## src/rtl/wave_capture_pkg.sv

```systemverilog
// wave_capture_pkg: shared state type for the single-shot waveform capture block
package wave_capture_pkg;

    typedef enum logic [1:0] {IDLE, ARMED, CAPTURE, DONE} cap_state_t;

endpackage

```

## src/rtl/wave_capture_ram.sv

```systemverilog
// capture_ram: simple dual-port sample buffer, synchronous write, registered read
module capture_ram #(
    parameter int WIDTH = 16,
    parameter int AW    = 6
) (
    input  logic             clk,
    input  logic             rst,
    input  logic             we,
    input  logic [AW-1:0]    waddr,
    input  logic [WIDTH-1:0] wdata,
    input  logic [AW-1:0]    raddr,
    output logic [WIDTH-1:0] rdata
);

    logic [WIDTH-1:0] mem [2**AW];

    // array write; contents intentionally survive reset
    always_ff @(posedge clk) begin
        if (we) mem[waddr] <= wdata;
    end

    // read data register, cleared by reset so readback starts at zero
    always_ff @(posedge clk or posedge rst) begin
        if (rst) rdata <= '0;
        else     rdata <= mem[raddr];
    end

endmodule

```

## src/rtl/wave_capture.sv

```systemverilog
// wave_capture: arms, triggers on a rising level crossing of din1, stores DEPTH sample pairs
module wave_capture
    import wave_capture_pkg::*;
#(
    parameter int DATA_WIDTH = 8,
    parameter int DEPTH_LOG2 = 6
) (
    input  logic                  clk,
    input  logic                  rst,
    input  logic                  arm,
    input  logic                  abort,
    input  logic [DATA_WIDTH-1:0] level,
    input  logic                  din_valid,
    input  logic [DATA_WIDTH-1:0] din1,
    input  logic [DATA_WIDTH-1:0] din2,
    input  logic [DEPTH_LOG2-1:0] rd_addr,
    output logic [DATA_WIDTH-1:0] rd_data1,
    output logic [DATA_WIDTH-1:0] rd_data2,
    output logic                  busy,
    output logic                  triggered,
    output logic                  done
);

    cap_state_t              state_q, state_d;
    logic [DEPTH_LOG2-1:0]   wr_ptr_q, wr_ptr_d;
    logic [DATA_WIDTH-1:0]   prev_din1_q, prev_din1_d;
    logic                    prev_valid_q, prev_valid_d;
    logic                    we;
    logic [DEPTH_LOG2-1:0]   waddr;
    logic [2*DATA_WIDTH-1:0] rdata;

    // state, write pointer and previous-sample registers
    always_ff @(posedge clk or posedge rst) begin
        if (rst) begin
            state_q      <= IDLE;
            wr_ptr_q     <= '0;
            prev_din1_q  <= '0;
            prev_valid_q <= 1'b0;
        end else begin
            state_q      <= state_d;
            wr_ptr_q     <= wr_ptr_d;
            prev_din1_q  <= prev_din1_d;
            prev_valid_q <= prev_valid_d;
        end
    end

    // next state, trigger detection and buffer write control; abort overrides everything
    always_comb begin
        state_d      = state_q;
        wr_ptr_d     = wr_ptr_q;
        prev_din1_d  = prev_din1_q;
        prev_valid_d = prev_valid_q;
        we           = 1'b0;
        waddr        = wr_ptr_q;
        case (state_q)
            IDLE, DONE: if (arm) begin
                state_d      = ARMED;
                prev_valid_d = 1'b0;
            end
            ARMED: if (din_valid) begin
                prev_din1_d  = din1;
                prev_valid_d = 1'b1;
                if (prev_valid_q && prev_din1_q < level && din1 >= level) begin
                    state_d  = CAPTURE;
                    we       = 1'b1;
                    waddr    = '0;
                    wr_ptr_d = DEPTH_LOG2'(1);
                end
            end
            CAPTURE: if (din_valid) begin
                we       = 1'b1;
                wr_ptr_d = wr_ptr_q + 1'b1;
                if (wr_ptr_q == '1) state_d = DONE;
            end
            default: state_d = IDLE;
        endcase
        if (abort) begin
            state_d  = IDLE;
            we       = 1'b0;
            wr_ptr_d = '0;
        end
    end

    assign busy      = state_q == ARMED || state_q == CAPTURE;
    assign triggered = state_q == CAPTURE || state_q == DONE;
    assign done      = state_q == DONE;
    assign rd_data1  = rdata[DATA_WIDTH-1:0];
    assign rd_data2  = rdata[2*DATA_WIDTH-1:DATA_WIDTH];

    capture_ram #(
        .WIDTH (2*DATA_WIDTH),
        .AW    (DEPTH_LOG2)
    ) u_ram (
        .clk   (clk),
        .rst   (rst),
        .we    (we),
        .waddr (waddr),
        .wdata ({din2, din1}),
        .raddr (rd_addr),
        .rdata (rdata)
    );

endmodule
```

## config.mk

```make
export PLATFORM = sky130hd
export DESIGN_NAME = wave_capture
export DESIGN_NICKNAME = d
export VERILOG_FILES = /design/src/rtl/wave_capture_pkg.sv /design/src/rtl/wave_capture_ram.sv /design/src/rtl/wave_capture.sv
export SDC_FILE = /design/constraint.sdc
export NUM_CORES = 1
export LEC_CHECK = 0
export BUFFER_PORTS_ARGS = -buffer_cell sky130_fd_sc_hd__buf_2
export CAP_MARGIN = 20
export CORE_MARGIN = 3
export CORE_UTILIZATION = 40
export CTS_CLUSTER_DIAMETER = 60
export DETAILED_ROUTE_END_ITERATION = 10
export SYNTH_ARGS = -nofsm -noshare
export SYNTH_HDL_FRONTEND = slang
export SYNTH_HIERARCHICAL = 1
export SYNTH_SLANG_ARGS = --single-unit
```

## constraint.sdc

```tcl
create_clock -name clk -period 7 [get_ports clk]
set_input_delay 1.4 -clock clk [delete_from_list [all_inputs] [get_ports clk]]
set_output_delay 1.4 -clock clk [all_outputs]
set_load 0.01 [all_outputs]
```

==> report_table.html, run 1 <==
<table>
<tr><th>Metric</th><th>Value</th></tr>
<tr><th colspan="2">Logic synthesis</th></tr>
<tr><td>Net count after synthesis</td><td>2,007</td></tr>
<tr><td>Leading post-synthesis cells by cell area</td><td>sky130_fd_sc_hd__edfxtp_1 (74%), sky130_fd_sc_hd__mux4_2 (11%), sky130_fd_sc_hd__mux2i_1 (2.1%)</td></tr>
<tr><td>Average footprint of a synthesized cell</td><td>approximately 21 µm²</td></tr>
<tr><td>Flip-flop and latch count after synthesis</td><td>1,057</td></tr>
<tr><td>Warnings from Yosys</td><td>6</td></tr>
<tr><td>Commonest register cell after synthesis</td><td>sky130_fd_sc_hd__edfxtp_1</td></tr>
<tr><td>Distinct cell type count after synthesis</td><td>63</td></tr>
<tr><td>Cells after synthesis</td><td>slightly below 2k</td></tr>
<tr><td>Sequential cell area fraction in the yosys report</td><td>76.2%</td></tr>
<tr><td>Share of synthesized flip-flops with an asynchronous set or reset</td><td>3.12%</td></tr>
<tr><td>Combined area of all synthesized cells</td><td>approximately 0.041 mm²</td></tr>
<tr><td>Area share of the leading cell type in the synthesized netlist</td><td>74.2%</td></tr>
<tr><td>Largest area contributor in the synthesized netlist</td><td>sky130_fd_sc_hd__edfxtp_1</td></tr>
<tr><td>Count of flip-flops with a built-in enable after synthesis</td><td>1,024</td></tr>
<tr><th colspan="2">Worst hold path</th></tr>
<tr><td>Path class of the lowest-slack min-delay path</td><td>register to register</td></tr>
<tr><th colspan="2">STA</th></tr>
<tr><td>Count of pins over their slew limit</td><td>0</td></tr>
<tr><td>Setup_tns</td><td>0 ns</td></tr>
<tr><td>Share of the clock period used by the worst path after layout</td><td>70.8%</td></tr>
<tr><td>Minimum hold slack</td><td>just under 0.5 ns</td></tr>
<tr><td>Hold violation count in the final report</td><td>0</td></tr>
<tr><td>Maximum clock rate</td><td>202 MHz</td></tr>
<tr><td>Final setup violation count</td><td>0</td></tr>
<tr><td>Shortest period the worst path allows</td><td>4.96 ns</td></tr>
<tr><td>Setup clock skew after layout</td><td>0.0194 ns</td></tr>
<tr><td>Setup repair after global routing missed its margin</td><td>false</td></tr>
<tr><td>Max_slew headroom</td><td>32.4%</td></tr>
<tr><td>Transition time at the pin with the least slew margin</td><td>between 1 and 1.5 ns</td></tr>
<tr><th colspan="2">Run</th></tr>
<tr><td>Number of violations of the max-capacitance limit</td><td>0</td></tr>
<tr><th colspan="2">CTS</th></tr>
<tr><td>Worst skew pair latency</td><td>0.67 ns</td></tr>
<tr><td>CTS tree</td><td>yes</td></tr>
<tr><td>Post-CTS Repair Setup Buffers</td><td>0</td></tr>
<tr><td>CTS Buffer Depth</td><td>3</td></tr>
<tr><td>Hold_buf cts</td><td>0</td></tr>
<tr><td>Number of gates resized after cts</td><td>0</td></tr>
<tr><td>Reg clk slew, reported paths</td><td>0.05 ns</td></tr>
<tr><td>TritonCTS sink count</td><td>between 1k and 1.5k</td></tr>
<tr><td>Count of H-tree levels built during CTS</td><td>3</td></tr>
<tr><td>Number of buffers added by the clock tree synthesis step</td><td>107</td></tr>
<tr><td>CTS Root Buffer Type</td><td>sky130_fd_sc_hd__clkbuf_16</td></tr>
<tr><th colspan="2">Drt</th></tr>
<tr><td>Mean routed wirelength per cell</td><td>29.2 µm</td></tr>
<tr><td>Detail Route Antenna Nets</td><td>0</td></tr>
<tr><td>Mean number of vias per cell</td><td>5.74</td></tr>
<tr><td>Total iterations of the first detailed-routing run</td><td>6</td></tr>
<tr><td>Initial DRC Count</td><td>2,361</td></tr>
<tr><td>Total via count in the routed design</td><td>20.5k</td></tr>
<tr><td>DRC violation count after routing</td><td>0</td></tr>
<tr><td>Routed wire length</td><td>104,000 µm</td></tr>
<tr><th colspan="2">Floorplanning</th></tr>
<tr><td>Row count</td><td>approximately 120</td></tr>
<tr><td>Die Y-Extent</td><td>328 µm</td></tr>
<tr><td>Initial core utilization</td><td>40.5%</td></tr>
<tr><td>Floorplan die area</td><td>0.107 mm²</td></tr>
<tr><td>Num ports</td><td>54</td></tr>
<tr><td>Chip width</td><td>328 µm</td></tr>
<tr><td>Core area</td><td>0.102 mm²</td></tr>
<tr><th colspan="2">GRT</th></tr>
<tr><td>Final global-route overflow total</td><td>0</td></tr>
<tr><td>Initial antenna violation count</td><td>5</td></tr>
<tr><td>Pin count of the biggest net entering global routing</td><td>a little under 100</td></tr>
<tr><td>Via count of the first global-routing pass</td><td>a little over 20k</td></tr>
<tr><td>Global-route total usage across every layer</td><td>19.4%</td></tr>
<tr><td>Wire length of the first global-routing pass</td><td>151,000 µm</td></tr>
<tr><th colspan="2">Finish</th></tr>
<tr><td>Number of nets in the layout</td><td>2,164</td></tr>
<tr><td>Fraction of final layout cells sized beyond drive strength 1</td><td>between 20% and 30%</td></tr>
<tr><td>Filler cells</td><td>~8.4k</td></tr>
<tr><td>Layout Area Growth over Synthesis</td><td>13.4%</td></tr>
<tr><td>Most frequent cells in the layout</td><td>sky130_fd_sc_hd__edfxtp_1 (1,024), sky130_fd_sc_hd__mux4_2 (211), sky130_fd_sc_hd__clkbuf_16 (108), sky130_fd_sc_hd__buf_4 (101), sky130_fd_sc_hd__mux2i_1 (88)</td></tr>
<tr><td>Commonest non-fill, non-tap cell in the layout</td><td>sky130_fd_sc_hd__edfxtp_1</td></tr>
<tr><td>Final standard cell area without fillers</td><td>0.0470 mm²</td></tr>
<tr><th colspan="2">Pwr</th></tr>
<tr><td>Peak ir drop on the vdd network</td><td>255 µV</td></tr>
<tr><td>Leakage power</td><td>~15 nW</td></tr>
<tr><td>Pwr dens</td><td>284 mW/mm²</td></tr>
<tr><th colspan="2">Place</th></tr>
<tr><td>Count of buffers inserted at the top-level ports</td><td>53</td></tr>
<tr><td>Detailed placement HPWL</td><td>62,800 µm</td></tr>
<tr><td>GPL Wtd Cong</td><td>0.887</td></tr>
<tr><td>Placed standard-cell area</td><td>about 0.044 mm²</td></tr>
<tr><th colspan="2">Critical path</th></tr>
<tr><td>Startpoint types</td><td>input port</td></tr>
<tr><td>CP Capture Type</td><td>register</td></tr>
<tr><td>Kind of critical path</td><td>input port to register</td></tr>
<tr><td>Arrival time of data at the critical path endpoint</td><td>roughly 5.3 ns</td></tr>
<tr><td>Data required time at the worst endpoint</td><td>7.36 ns</td></tr>
<tr><td>Worst Path Max Fanout</td><td>10</td></tr>
<tr><th colspan="2">Run status</th></tr>
<tr><td>Run status</td><td>completed</td></tr>
</table>
==> synth_stat cells, types with 7 or more instances <==
cell and n:
sky130_fd_sc_hd__a211o_1 11, sky130_fd_sc_hd__a211oi_1 15, sky130_fd_sc_hd__a21oi_1 18, sky130_fd_sc_hd__a221oi_1 23, sky130_fd_sc_hd__a22oi_1 57, sky130_fd_sc_hd__a311oi_1 13, sky130_fd_sc_hd__a31oi_1 11, sky130_fd_sc_hd__and2_1 8
sky130_fd_sc_hd__and4_1 10, sky130_fd_sc_hd__buf_2 29, sky130_fd_sc_hd__buf_4 13, sky130_fd_sc_hd__buf_6 15, sky130_fd_sc_hd__clkbuf_1 32, sky130_fd_sc_hd__dfrtp_1 33, sky130_fd_sc_hd__edfxtp_1 1024, sky130_fd_sc_hd__ha_1 19
sky130_fd_sc_hd__inv_1 17, sky130_fd_sc_hd__mux2_2 20, sky130_fd_sc_hd__mux2i_1 88, sky130_fd_sc_hd__mux4_1 13, sky130_fd_sc_hd__mux4_2 211, sky130_fd_sc_hd__nand2_1 34, sky130_fd_sc_hd__nand2b_1 7, sky130_fd_sc_hd__nand3_1 32
sky130_fd_sc_hd__nand4_1 7, sky130_fd_sc_hd__nor2_1 79, sky130_fd_sc_hd__nor2b_1 36, sky130_fd_sc_hd__o21ai_0 8
==> logic make-up (layout without fill, tap and decap cells) <==
family / Yosys count / in the layout / share of synthesized area (%)
flip-flops: 1057 / 1057 / 76.2
buffers and inverters: 122 / 365 / 1.90
other: 0 / 3 / 0
AO/OA/AOI/OAI: 186 / 186 / 3.44
AND/OR/NAND/NOR: 237 / 237 / 2.91
multiplexers: 332 / 332 / 15.0
adder cells (fa/ha/maj): 19 / 19 / 0.574
==> power breakdown <==
part / internal, mW / total [mW] / switching [mW] / leakage, nW
registers: 6.99 / 7.02 / 0.0364 / 9.60
logic: 0.296 / 0.830 / 0.534 / 3.76
clock network: 3.12 / 5.50 / 2.37 / 1.63
total: 10.4 / 13.3 / 2.95 / 15.0
==> metrics by stage <==
step | power, mW | setup WS, ns | util (%) | instances
global route | 13.8 | 1.82 | 45.9 | 3565
floorplan | 7.62 | 2.14 | - | 1953
CTS | 13.5 | 2.13 | 45.9 | 3563
finish | 13.3 | 2.04 | 45.9 | 3567
global placement | 7.97 | 1.52 | 42.5 | 3368
detailed placement | 7.99 | 1.44 | 42.5 | 3368
==> metal layers <==
| metal | vias to the layer above | share of wire, % | GRT usage, % | wire length, µm |
|---|---|---|---|---|
| met2 | 817 | 49 | 32.0 | 51200 |
| li1 | 8521 | - | - | - |
| met1 | 11000 | 41 | 26.3 | 42500 |
| met5 | - | 0.011 | 0 | 11 |
| met3 | 157 | 7.1 | 3.93 | 7350 |
| met4 | 2 | 3.0 | 5.61 | 3150 |
==> final cells by class <==
cell class / instances / area [µm²] / share of cell area, %
Antenna cell: 3 / 7.51 / 0.0160
Clock buffer: 133 / 2810 / 5.98
Clock inverter: 62 / 593 / 1.26
Inverter: 17 / 63.8 / 0.136
Multi-Input combinational cell: 774 / 9080 / 19.3
Sequential cell: 1057 / 31600 / 67.2
Tap cell: 1368 / 1710 / 3.64
Timing Repair Buffer: 153 / 1130 / 2.40
==> registers in the layout, summed over array words and instances (netlist names) <==
register / flops
state_q: 2
u_ram/rdata: 16
u_ram/mem: 1024
prev_din1_q: 8
wr_ptr_q: 6
prev_valid_q: 1
==> critical path: stages <==
cell and delay [ns]:
sky130_fd_sc_hd__buf_2 0.08, sky130_fd_sc_hd__inv_1 0.05, sky130_fd_sc_hd__ha_1 0.31, sky130_fd_sc_hd__and4_1 0.24, sky130_fd_sc_hd__a21oi_1 0.19, sky130_fd_sc_hd__o21a_1 0.20, sky130_fd_sc_hd__nand4_1 0.25, sky130_fd_sc_hd__a211oi_1 0.61
sky130_fd_sc_hd__nor2b_1 0.32, sky130_fd_sc_hd__nand3_1 0.66, sky130_fd_sc_hd__nor2_1 0.70, sky130_fd_sc_hd__buf_4 0.30
==> path summary, 6_finish.rpt <==
| check | startpoint | endpoint | slack [ns] | cells past startpoint |
|---|---|---|---|---|
| setup / recovery | level[7] | u_ram/mem[38][12] | 2.04 | 12 |
| hold / removal | prev_din1_q[0] | prev_din1_q[0] | 0.49 | 2 |
| setup reg to reg | prev_din1_q[7] | u_ram/mem[38][12] | 2.53 | 10 |
| hold reg to reg | prev_din1_q[0] | prev_din1_q[0] | 0.49 | 2 |
| max in group asynchronous | rst | prev_din1_q[0] | 5.68 | 2 |
| min in group asynchronous | rst | u_ram/rdata[4] | 0.78 | 2 |
Power figures use the tool's default switching activity.
==> inputs of run 2 (changes only) <==
Settings changed: ABC_AREA from default to 1.
Clock period 7 ns to 5.1 ns, I/O delays scaled along.
==> run 2 against run 1 <==
Net effect:
- die area is 5.0% higher
- combinational power is 75% higher
- non-clock buffer count grew 28
- clock skew rose by 0.011 ns
- critical endpoint is now u_ram/mem[4][0]
- largest cell class unchanged
==> report_table.html, run 2 <==
<table>
<tr><th>Metric</th><th>Value</th></tr>
<tr><th colspan="2">CTS</th></tr>
<tr><td>TritonCTS sink count</td><td>1,057 (unchanged)</td></tr>
<tr><td>Number of buffers added by the clock tree synthesis step</td><td>111 (+3.7%)</td></tr>
<tr><td>Number of gates resized after cts</td><td>0 (unchanged)</td></tr>
<tr><td>CTS Buffer Depth</td><td>3 (unchanged)</td></tr>
<tr><td>Reg clk slew, reported paths</td><td>0.06 ns (about the same)</td></tr>
<tr><td>CTS tree</td><td>yes</td></tr>
<tr><td>Worst skew pair latency</td><td>0.68 ns (about the same)</td></tr>
<tr><td>Post-CTS Repair Setup Buffers</td><td>0 (unchanged)</td></tr>
<tr><td>Hold_buf cts</td><td>0 (unchanged)</td></tr>
<tr><td>CTS Root Buffer Type</td><td>sky130_fd_sc_hd__clkbuf_16</td></tr>
<tr><td>Count of H-tree levels built during CTS</td><td>3 (unchanged)</td></tr>
<tr><th colspan="2">Critical path</th></tr>
<tr><td>CP Capture Type</td><td>register</td></tr>
<tr><td>R2r worst-path depth</td><td>10 (unchanged)</td></tr>
<tr><td>Worst Path Max Fanout</td><td>16 (+6)</td></tr>
<tr><td>Startpoint types</td><td>input port</td></tr>
<tr><td>Cell family with most CP delay</td><td>simple AND/OR/NAND/NOR gates</td></tr>
<tr><td>Stage delay of the slowest cell on the critical path</td><td>0.59 ns (-0.11 ns)</td></tr>
<tr><td>Bufs and invs on worst path</td><td>4 (+1)</td></tr>
<tr><td>Arrival time of data at the critical path endpoint</td><td>4.21 ns (-1.11 ns)</td></tr>
<tr><td>Most used cell along the critical path</td><td>sky130_fd_sc_hd__nand2_1</td></tr>
<tr><td>CP max stage cell</td><td>sky130_fd_sc_hd__a21boi_1</td></tr>
<tr><td>Cell depth of the worst setup path</td><td>15 (+3)</td></tr>
<tr><td>Kind of critical path</td><td>input port to register</td></tr>
<tr><td>Cell chain of the critical path</td><td>buf_2, inv_1, ha_1, nand2_1, nand3_1, nand2_1, nand2_1, nand2_1, nand2_1, nand4_2, a21boi_1, nand4_1, buf_4, nor2_1, buf_4</td></tr>
<tr><td>Data required time at the worst endpoint</td><td>5.46 ns (-1.90 ns)</td></tr>
<tr><th colspan="2">Logic synthesis</th></tr>
<tr><td>Average footprint of a synthesized cell</td><td>11.7 µm² (-45%)</td></tr>
<tr><td>Leading post-synthesis cells by cell area</td><td>sky130_fd_sc_hd__edfxtp_1 (71%), sky130_fd_sc_hd__nand2_1 (12%), sky130_fd_sc_hd__nand3_1 (10%)</td></tr>
<tr><td>Warnings from Yosys</td><td>6 (unchanged)</td></tr>
<tr><td>Commonest register cell after synthesis</td><td>sky130_fd_sc_hd__edfxtp_1</td></tr>
<tr><td>Synth cell count leaders</td><td>sky130_fd_sc_hd__nand2_1 (1,364), sky130_fd_sc_hd__edfxtp_1 (1,024), sky130_fd_sc_hd__nand3_1 (882), sky130_fd_sc_hd__buf_2 (117), sky130_fd_sc_hd__nor2_1 (68)</td></tr>
<tr><td>Combined area of all synthesized cells</td><td>0.0435 mm² (+5.1%)</td></tr>
<tr><td>Share of synthesized flip-flops with an asynchronous set or reset</td><td>3.12% (unchanged)</td></tr>
<tr><td>Cells after synthesis</td><td>3,709 (+90%)</td></tr>
<tr><td>Most numerous cell in the Yosys netlist</td><td>sky130_fd_sc_hd__nand2_1</td></tr>
<tr><td>Sequential cell area fraction in the yosys report</td><td>72.5% (-3.7 points)</td></tr>
<tr><td>Distinct cell type count after synthesis</td><td>34 (-46%)</td></tr>
<tr><td>Flip-flop and latch count after synthesis</td><td>1,057 (unchanged)</td></tr>
<tr><td>Count of flip-flops with a built-in enable after synthesis</td><td>1,024 (unchanged)</td></tr>
<tr><td>Net count after synthesis</td><td>3,763 (+87%)</td></tr>
<tr><td>Largest area contributor in the synthesized netlist</td><td>sky130_fd_sc_hd__edfxtp_1</td></tr>
<tr><td>Area share of the leading cell type in the synthesized netlist</td><td>70.6% (-3.6 points)</td></tr>
<tr><th colspan="2">Place</th></tr>
<tr><td>Count of buffers inserted at the top-level ports</td><td>53 (unchanged)</td></tr>
<tr><td>Count of placed standard cells including taps</td><td>5,066 (+50%)</td></tr>
<tr><td>Worst setup slack after placement</td><td>0.644 ns (-0.796 ns)</td></tr>
<tr><td>GPL Wtd Cong</td><td>0.917 (+3.4%)</td></tr>
<tr><td>Placed standard-cell area</td><td>0.0453 mm² (+4.1%)</td></tr>
<tr><td>Detailed placement HPWL</td><td>74,800 µm (+19%)</td></tr>
<tr><th colspan="2">STA</th></tr>
<tr><td>Setup_tns</td><td>0 ns (unchanged)</td></tr>
<tr><td>Count of pins over their slew limit</td><td>0 (unchanged)</td></tr>
<tr><td>Worst setup slack after layout</td><td>1.25 ns (-0.793 ns)</td></tr>
<tr><td>Hold violation count in the final report</td><td>0 (unchanged)</td></tr>
<tr><td>Transition time at the pin with the least slew margin</td><td>1.06 ns (+0.0474 ns)</td></tr>
<tr><td>Maximum clock rate</td><td>roughly 260 MHz</td></tr>
<tr><td>Setup repair after global routing missed its margin</td><td>false</td></tr>
<tr><td>Final setup violation count</td><td>0 (unchanged)</td></tr>
<tr><td>Setup clock skew after layout</td><td>0.0300 ns (+0.0105 ns)</td></tr>
<tr><td>Max_slew headroom</td><td>29.3% (-3.2 points)</td></tr>
<tr><td>Share of the clock period used by the worst path after layout</td><td>about three quarters</td></tr>
<tr><td>Shortest period the worst path allows</td><td>a little under 4 ns</td></tr>
<tr><th colspan="2">Drt</th></tr>
<tr><td>Total iterations of the first detailed-routing run</td><td>5 (-1)</td></tr>
<tr><td>Mean routed wirelength per cell</td><td>23.6 µm (-19%)</td></tr>
<tr><td>Total via count in the routed design</td><td>28.7k (+40%)</td></tr>
<tr><td>Detail Route Antenna Nets</td><td>0 (unchanged)</td></tr>
<tr><td>Mean number of vias per cell</td><td>5.44 (-5.3%)</td></tr>
<tr><td>Routed wire length</td><td>125,000 µm (+20%)</td></tr>
<tr><td>DRC violation count after routing</td><td>0 (unchanged)</td></tr>
<tr><td>Initial DRC Count</td><td>3,714 (+57%)</td></tr>
<tr><th colspan="2">Floorplanning</th></tr>
<tr><td>Num ports</td><td>54 (unchanged)</td></tr>
<tr><td>Chip width</td><td>336 µm (+2.5%)</td></tr>
<tr><td>Row count</td><td>120 (+2.6%)</td></tr>
<tr><td>Floorplan die area</td><td>0.113 mm² (+5.0%)</td></tr>
<tr><td>Die Y-Extent</td><td>336 µm (+2.5%)</td></tr>
<tr><td>Core area</td><td>0.108 mm² (+5.1%)</td></tr>
<tr><td>Initial core utilization</td><td>40.5% (about the same)</td></tr>
<tr><th colspan="2">Finish</th></tr>
<tr><td>Register bank with the most flops</td><td>u_ram/mem</td></tr>
<tr><td>Layout Area Growth over Synthesis</td><td>12.4%</td></tr>
<tr><td>Final std cells w/o fill</td><td>5,278 (+48%)</td></tr>
<tr><td>Biggest registers after layout</td><td>u_ram/mem: 1024 flops, u_ram/rdata: 16 flops, prev_din1_q: 8 flops</td></tr>
<tr><td>Most frequent cells in the layout</td><td>sky130_fd_sc_hd__nand2_1 (1,364), sky130_fd_sc_hd__edfxtp_1 (1,024), sky130_fd_sc_hd__nand3_1 (882), sky130_fd_sc_hd__buf_4 (117), sky130_fd_sc_hd__clkbuf_16 (114)</td></tr>
<tr><td>Final standard cell area without fillers</td><td>0.0490 mm² (+4.2%)</td></tr>
<tr><td>Commonest non-fill, non-tap cell in the layout</td><td>sky130_fd_sc_hd__nand2_1</td></tr>
<tr><td>Post-Route Utilization</td><td>45.5% (-0.36 points)</td></tr>
<tr><td>Fraction of final layout cells sized beyond drive strength 1</td><td>9.60% (-16 points)</td></tr>
<tr><td>Number of nets in the layout</td><td>3,831 (+77%)</td></tr>
<tr><td>Max reg flops</td><td>1,024 (unchanged)</td></tr>
<tr><th colspan="2">Pwr</th></tr>
<tr><td>Fraction of power consumed by the clock network</td><td>41.7% (+0.5 points)</td></tr>
<tr><td>Net load switching power</td><td>4.53 mW (+54%)</td></tr>
<tr><td>Leakage power</td><td>17.9 nW (+19%)</td></tr>
<tr><td>Combinational share of power</td><td>7.6% (+1.4 points)</td></tr>
<tr><td>Relative contribution of sequential cells to total power</td><td>50.7% (-1.9 points)</td></tr>
<tr><td>Switching portion of total power</td><td>23.8% (+1.7 points)</td></tr>
<tr><td>Pwr dens</td><td>389 mW/mm² (+37%)</td></tr>
<tr><td>Pint</td><td>14.5 mW (+39%)</td></tr>
<tr><td>Peak ir drop on the vdd network</td><td>374 µV (+46%)</td></tr>
<tr><th colspan="2">GRT</th></tr>
<tr><td>Via count of the first global-routing pass</td><td>27.0k (+30%)</td></tr>
<tr><td>Global-route total usage across every layer</td><td>21.8% (+2.4 points)</td></tr>
<tr><td>Initial antenna violation count</td><td>5 (unchanged)</td></tr>
<tr><td>Final global-route overflow total</td><td>0 (unchanged)</td></tr>
<tr><td>Wire length of the first global-routing pass</td><td>182,000 µm (+20%)</td></tr>
<tr><td>Pin count of the biggest net entering global routing</td><td>188 (+94%)</td></tr>
<tr><th colspan="2">Run status</th></tr>
<tr><td>Run status</td><td>completed</td></tr>
<tr><th colspan="2">Run</th></tr>
<tr><td>Number of violations of the max-capacitance limit</td><td>0 (unchanged)</td></tr>
<tr><th colspan="2">Worst hold path</th></tr>
<tr><td>Path class of the lowest-slack min-delay path</td><td>input port to asynchronous set/reset pin</td></tr>
</table>
-- run 2: cell count changes in the layout (fill, tap and decap cells not counted), sizes merged, moves of 23 or more --
cell,before,now
nand2,35,1368
mux4,224,0
buf,153,181
nand3,32,884
mux2i,88,0
nor2b,36,0
a22oi,57,0
a221oi,23,0
inv,21,52
-- run 2: worst register-to-register path: stages, from the launching register on --
cell and delay [ns]:
sky130_fd_sc_hd__dfrtp_1 0.42, sky130_fd_sc_hd__inv_1 0.07, sky130_fd_sc_hd__ha_1 0.18, sky130_fd_sc_hd__nand2_1 0.26
sky130_fd_sc_hd__inv_2 0.23, sky130_fd_sc_hd__nand4_2 0.25, sky130_fd_sc_hd__a21boi_1 0.59, sky130_fd_sc_hd__nand4_1 0.56
sky130_fd_sc_hd__buf_4 0.35, sky130_fd_sc_hd__nor2_1 0.27, sky130_fd_sc_hd__buf_4 0.33
-- run 2: logic make-up (layout without fill, tap and decap cells) --
group | count (synthesis) | count (layout) | synth area share, %
other | 0 | 2 | 0
adders and majority gates | 19 | 19 | 0.546
DFF | 1057 | 1057 | 72.5
and+or+nand+nor | 2344 | 2344 | 23.0
AOI/OAI and AO/OA | 17 | 17 | 0.264
buffers and inverters | 272 | 436 | 3.70
-- run 2: layout make-up --
type / count / area (µm²)
Tap cell: 1403 / 1760
Sequential cell: 1057 / 31600
Clock buffer: 152 / 3080
Multi-Input combinational cell: 2380 / 10400
Fill cell: 9807 / 58500
Clock inverter: 57 / 518
Antenna cell: 2 / 5.00
Timing Repair Buffer: 181 / 1410
Inverter: 46 / 199
-- run 2: per-stage QoR --
stage,power [mW],hold slack (ns)
finish,19.0,0.470
global route,19.6,0.514
CTS,19.1,0.464
detailed placement,11.3,0.481
global placement,11.3,0.487
floorplan,10.6,0.453
-- run 2: worst paths after layout --
| kind | slack, ns | endpoint | from |
|---|---|---|---|
| max in group asynchronous | 3.89 | u_ram/rdata[10] | rst |
| setup reg to reg | 1.26 | u_ram/mem[4][0] | state_q[1] |
| hold reg to reg | 0.49 | prev_din1_q[2] | prev_din1_q[2] |
| setup / recovery | 1.25 | u_ram/mem[4][0] | din1[0] |
| hold / removal | 0.47 | prev_valid_q | rst |
| min in group clk | 0.49 | prev_din1_q[2] | prev_din1_q[2] |
-- run 2: power by group through the flow --
stage / Combinational (mW) / Sequential (mW) / Clock [mW]
CTS: 1.44 / 9.64 / 8.04
floorplan: 0.831 / 9.81 / 0
global placement: 1.43 / 9.82 / 0
detailed placement: 1.43 / 9.82 / 0
global route: 1.58 / 9.64 / 8.39
finish: 1.45 / 9.64 / 7.93
-- run 2: metal layers --
metal / vias to the layer above / wire (µm) / global-route usage, %
li1: 13100 / - / -
met1: 14200 / 53300 / 31.6
met4: 0 / 3020 / 5.68
met5: - / 0 / 0
met2: 1232 / 58300 / 34.7
met3: 180 / 10100 / 2.93
